## src/rtl/channel_rr_merge_if.sv

```systemverilog
// Handshake bundle for the round-robin merge: K valid/data/ack inputs and
// one registered valid/data output carrying {source tag, data}.
interface channel_rr_merge_if #(
    parameter int unsigned N = 4,
    parameter int unsigned K = 4
);
    localparam int unsigned TAG_W = $clog2(K);
    localparam int unsigned OUT_W = TAG_W + N;

    logic [K-1:0]          in_v;
    logic [K-1:0][N-1:0]   in_d;
    logic [K-1:0]          in_a;
    logic                  out_v;
    logic [OUT_W-1:0]      out_d;
    logic                  out_a;

    // Producer side plus downstream consumer (testbench / surrounding logic)
    modport master (
        output in_v,
        output in_d,
        input  in_a,
        input  out_v,
        input  out_d,
        output out_a
    );

    // The merge block itself
    modport slave (
        input  in_v,
        input  in_d,
        output in_a,
        output out_v,
        output out_d,
        input  out_a
    );
endinterface

```

## src/rtl/channel_rr_merge.sv

```systemverilog
// Round-robin merge of K valid/data-ack input channels onto one output channel.
// A one-entry output register sustains one transfer per clock; tag = source index.
module channel_rr_merge #(
    parameter int unsigned N = 4,
    parameter int unsigned K = 4
) (
    input  logic               clk,
    input  logic               reset,
    channel_rr_merge_if.slave  bus
);
    localparam int unsigned TAG_W = $clog2(K);
    localparam int unsigned OUT_W = TAG_W + N;

    typedef enum logic {
        IDLE = 1'b0,
        FULL = 1'b1
    } state_t;

    state_t              r_state;
    logic [TAG_W-1:0]    r_ptr;
    logic                r_out_v;
    logic [OUT_W-1:0]    r_out_d;

    logic                w_load;
    logic                w_any;
    logic [TAG_W-1:0]    w_idx;
    logic [K-1:0]        w_gnt;

    // The output register can take a new word when empty or being drained this edge
    assign w_load = (r_state == IDLE) | bus.out_a;

    // Round-robin search from ptr+1, wrapping, with ptr itself considered last
    always_comb begin
        w_any = 1'b0;
        w_idx = '0;
        w_gnt = '0;
        for (int unsigned off = 1; off <= K; off++) begin
            int unsigned sum;
            logic [TAG_W-1:0] cand;
            sum  = 32'(r_ptr) + off;
            if (sum >= K) begin
                sum = sum - K;
            end
            cand = TAG_W'(sum);
            if (!w_any && bus.in_v[cand]) begin
                w_any       = 1'b1;
                w_idx       = cand;
                w_gnt[cand] = 1'b1;
            end
        end
    end

    // Ack is combinational and suppressed while reset is held
    assign bus.in_a = (reset || !w_load) ? '0 : w_gnt;

    // Output holding register and priority pointer
    always_ff @(posedge clk or posedge reset) begin
        if (reset) begin
            r_state <= IDLE;
            r_ptr   <= TAG_W'(K - 1);
            r_out_v <= 1'b0;
            r_out_d <= '0;
        end else if (w_load) begin
            if (w_any) begin
                r_state <= FULL;
                r_ptr   <= w_idx;
                r_out_v <= 1'b1;
                r_out_d <= {w_idx, bus.in_d[w_idx]};
            end else begin
                r_state <= IDLE;
                r_out_v <= 1'b0;
            end
        end
    end

    assign bus.out_v = r_out_v;
    assign bus.out_d = r_out_d;
endmodule

```

## src/flat_wrapper.sv

```systemverilog
// flat-port wrapper written by rule: the top's interface ports become plain ports
module channel_rr_merge_flat 
#(
    parameter int unsigned N = 4,
    parameter int unsigned K = 4
)
  (clk, reset, bus_in_v, bus_in_d, bus_in_a, bus_out_v, bus_out_d, bus_out_a);
  channel_rr_merge_if #(.N(N), .K(K)) bus_i ();
  input  logic clk;
  input  logic reset;
  input wire logic [$bits(bus_i.in_v)-1:0] bus_in_v;
  input wire logic [$bits(bus_i.in_d)-1:0] bus_in_d;
  output wire logic [$bits(bus_i.in_a)-1:0] bus_in_a;
  output wire logic [$bits(bus_i.out_v)-1:0] bus_out_v;
  output wire logic [$bits(bus_i.out_d)-1:0] bus_out_d;
  input wire logic [$bits(bus_i.out_a)-1:0] bus_out_a;
  assign bus_i.in_v = bus_in_v;
  assign bus_i.in_d = bus_in_d;
  assign bus_in_a = bus_i.in_a;
  assign bus_out_v = bus_i.out_v;
  assign bus_out_d = bus_i.out_d;
  assign bus_i.out_a = bus_out_a;
  channel_rr_merge #(.N(N), .K(K)) u_core (.clk(clk), .reset(reset), .bus(bus_i));
endmodule
```

## config.mk

```make
export PLATFORM = sky130hd
export DESIGN_NAME = channel_rr_merge_flat
export DESIGN_NICKNAME = d
export VERILOG_FILES = /design/src/rtl/channel_rr_merge_if.sv /design/src/rtl/channel_rr_merge.sv /design/src/flat_wrapper.sv
export SDC_FILE = /design/constraint.sdc
export NUM_CORES = 1
export LEC_CHECK = 0
export CAP_MARGIN = 40
export CORE_MARGIN = 1.5
export CORE_UTILIZATION = 49
export CTS_BUF_LIST = sky130_fd_sc_hd__clkbuf_8
export CTS_CLUSTER_SIZE = 10
export DETAILED_ROUTE_END_ITERATION = 8
export GPL_TIMING_DRIVEN = 0
export PLACE_DENSITY_LB_ADDON = 0.2
export SYNTH_ARGS = -nofsm -noshare
export SYNTH_HDL_FRONTEND = slang
export SYNTH_SLANG_ARGS = --single-unit
```

## constraint.sdc

```tcl
create_clock -name clk -period 4.2 [get_ports clk]
set_input_delay 0.42 -clock clk [delete_from_list [all_inputs] [get_ports clk]]
set_output_delay 0.42 -clock clk [all_outputs]
set_load 0.02 [all_outputs]
```

==> results.sh <==
export IMPL_critPathKind="register to output port"
export IMPL_clockRootBuffer="clkbuf_8"
export IMPL_rsz0062_at_grt="false"
export IMPL_cp_start_kind="register"
export IMPL_syn_area_sq_mm=0.00113
export IMPL_nNetsFinal=202
export IMPL_status="finished, final reports clean"
export IMPL_core_area_sq_mm=0.00219
export IMPL_critPathMaxStageDelay_ns=0.60
export IMPL_syn_num_nets=164
export IMPL_final_common_cell="clkdlybuf4s50_1"
export IMPL_ys_types=39
export IMPL_cpMaxStageDelayCell="mux4_2"
export IMPL_cap_violations=0
export IMPL_cp_buffers_inverters=4
export IMPL_tightest_slew_ns=0.614
export IMPL_avgSynthCellArea_sq_um=8.52
export IMPL_drtPass1Iterations=5
export IMPL_drc=0
export IMPL_diodes=0
export IMPL_vias=1205
export IMPL_synth_top_flop_cell="dfrtp_1"
export IMPL_design_area_sq_mm=0.00156
export IMPL_clock_skew_ns=0.00178
export IMPL_start_util=0.517
export IMPL_setup_tns_ns=0
export IMPL_area_growth_pct=37.2
export IMPL_yosys_warnings=0
export IMPL_dieWidth_um=51.1
export IMPL_drv_slew=0
export IMPL_grt_antenna_before_repair=0
export IMPL_rows=17
export IMPL_synth_xor_area_frac=0.0155
export IMPL_hold_ws_ns=0.459
export IMPL_io_buffers=31
export IMPL_postLayoutCoreUtil=0.710
export IMPL_first_iter_violations=27
export IMPL_hold_path_class="input port to asynchronous set/reset pin"
export IMPL_peakVddDrop_mv=0.514
export IMPL_drt_wl_total_mm=3.05
export IMPL_p_leak_nw=0.633
export IMPL_die_area_sq_mm=0.00261
export IMPL_gp_congestion=0.845
export IMPL_grt_pass1_wl_mm=5.18
export IMPL_synth_compound_area_frac=0.269
export IMPL_synthMuxAreaShare=0.171
export IMPL_setup_viol=0
export IMPL_multi_input_area_sq_um=830
export IMPL_detail_route_wl_per_cell_um=15.4
export IMPL_viasPerCell=6.09
export IMPL_htreeDepth=1
export IMPL_antenna_left=0
export IMPL_cts_buffers=3
export IMPL_syn_inst=133
export IMPL_arrival_ns=3.49
export IMPL_fill_cells=184
export IMPL_maxSlewHeadroom=0.590
export IMPL_ys_async_sr_fraction=1.00
export IMPL_dp_hpwl_mm=2.32
export IMPL_ys_seq_area_frac=0.201
export IMPL_mostFrequentLayoutCells="clkdlybuf4s50_1, nand2_1, nor2_1"
export IMPL_end_kind="output port"
export IMPL_path_clk_slew_ns=0.05
export IMPL_regArea_sq_um=228
export IMPL_crit_fanout=8
export IMPL_place_area_sq_mm=0.00148
export IMPL_fmax_ghz=0.256
export IMPL_overflow=0
export IMPL_num_io_pins=34
export IMPL_die_y_um=51.1
export IMPL_synth_edf_count=0
export IMPL_clk_latency_ns=0.23
export IMPL_crit_family="buffers and inverters"
export IMPL_synth_adder_area_share=0.0883
export IMPL_drive_gt1_frac=0.165
export IMPL_grt_max_degree=17
export IMPL_synth_top_family_by_area="compound AO/OA/AOI/OAI gates"
export IMPL_synth_ff_latch_count=9
export IMPL_crit_chain="buf_6, clkinvlp_4, ha_1, buf_2, mux4_2, nor2b_1, a22oi_1, nor2_1, a221oi_1, nor2_1, clkdlybuf4s50_1"
export IMPL_cts_tree="yes"
export IMPL_cts_sinks=9
export IMPL_crit_top_cell="nor2_1"
export IMPL_powerDensity_mw_per_mm2=821
export IMPL_cp_required_ns=3.78
export IMPL_period_minus_slack_ns=3.91
export IMPL_first_global_vias=1248
export IMPL_yosys_area_share_simple=0.183
export IMPL_hold_violations=0
export IMPL_post_route_period_util=0.932
export IMPL_cts_buffer_depth=2
export IMPL_groute_usage_overall=0.257
-- final timing paths --
kind / from / to / slack (ns) / cells past startpoint
max: u_core.r_ptr[0] / bus_in_a[1] / 0.29 / 11
min: reset / u_core.bus.out_d[5] / 0.46 / 2
max reg2reg: u_core.r_ptr[0] / u_core.bus.out_d[3] / 0.82 / 11
min reg2reg: u_core.bus.out_d[5] / u_core.bus.out_d[5] / 0.49 / 2
max in group asynchronous: reset / u_core.r_ptr[1] / 3.44 / 2
min in group clk: u_core.bus.out_d[5] / u_core.bus.out_d[5] / 0.49 / 2
-- flip-flops by register name (all words and copies together), names as in the netlist --
name and cells:
u_core.bus.out_d 6, u_core.r_ptr 2, u_core.bus.out_v 1
-- routing by layer --
metal  global-route usage  wire length (um)
met1                0.281              1240
met2                0.496              1690
met3               0.0322               109
met4               0.0991                 6
met5                    0                 0
-- per-stage QoR --
step                      std cells  worst slack, ns  power, mW
after floorplan                 133            0.969      0.890
after global placement          192            0.264       1.10
after detailed placement        192            0.180       1.14
after CTS                       195            0.125       1.24
after global routing            198           0.0906       1.38
final                           198            0.286       1.28
-- worst reg2reg max path: stages, from the launching register on --
cell and delay, ns:
dfstp_2 0.58, buf_6 0.16, clkinvlp_4 0.14, ha_1 0.29
buf_2 0.18, mux4_2 0.60, nor2b_1 0.23, nor2_1 0.20
buf_2 0.29, mux2i_1 0.22, o22ai_1 0.11, o221a_2 0.26
-- kinds of logic after synthesis --
family	Yosys count
DFF	9
xor gates and xnor gates	2
and+or+nand+nor	42
adders and majority gates	8
muxes	15
AOI/OAI and AO/OA	40
buffers and inverters	17
-- layout make-up --
| class | count | share of cell area |
|---|---|---|
| well taps | 28 | 0.0225 |
| clock inverters | 1 | 0.00241 |
| multi-input cells | 107 | 0.533 |
| plain buffers | 8 | 0.0306 |
| inverters | 7 | 0.0193 |
| repair buffers | 35 | 0.219 |
| clock buffers | 3 | 0.0265 |
| flip-flops and latches | 9 | 0.146 |
-- synth_stat cells, drive strengths merged (2+ instances only) --
| library cell | instances | share of area |
|---|---|---|
| and3 | 2 | 0.011 |
| a32oi | 2 | 0.015 |
| ha | 8 | 0.088 |
| o211ai | 3 | 0.020 |
| o21bai | 2 | 0.013 |
| a21oi | 6 | 0.026 |
| clkbuf | 6 | 0.020 |
| a22oi | 4 | 0.026 |
| nor2 | 14 | 0.046 |
| xnor2 | 2 | 0.015 |
| dfstp | 2 | 0.046 |
| o221a | 3 | 0.030 |
| mux4 | 3 | 0.060 |
| nand2b | 3 | 0.017 |
| o221ai | 3 | 0.023 |
| inv | 7 | 0.023 |
| a221oi | 4 | 0.031 |
| o22ai | 4 | 0.022 |
| nand2 | 16 | 0.053 |
| dfrtp | 7 | 0.15 |
| o21ai | 2 | 0.0088 |
| buf | 4 | 0.029 |
| mux2 | 5 | 0.050 |
| mux2i | 7 | 0.062 |
-- report_power, final --
| part | internal (mW) | switching [mW] | leakage, nW |
|---|---|---|---|
| Combinational | 0.473 | 0.528 | 0.508 |
| Clock | 0.0636 | 0.0336 | 0.0269 |
| Sequential | 0.138 | 0.0410 | 0.0981 |
-- timing repair --
item	in CTS	in global routing
hold buffers	0	0
gates resized for setup	1	1
endpoints found under the setup margin	4	4
setup buffers	0	4
Power figures use the tool's default switching activity.
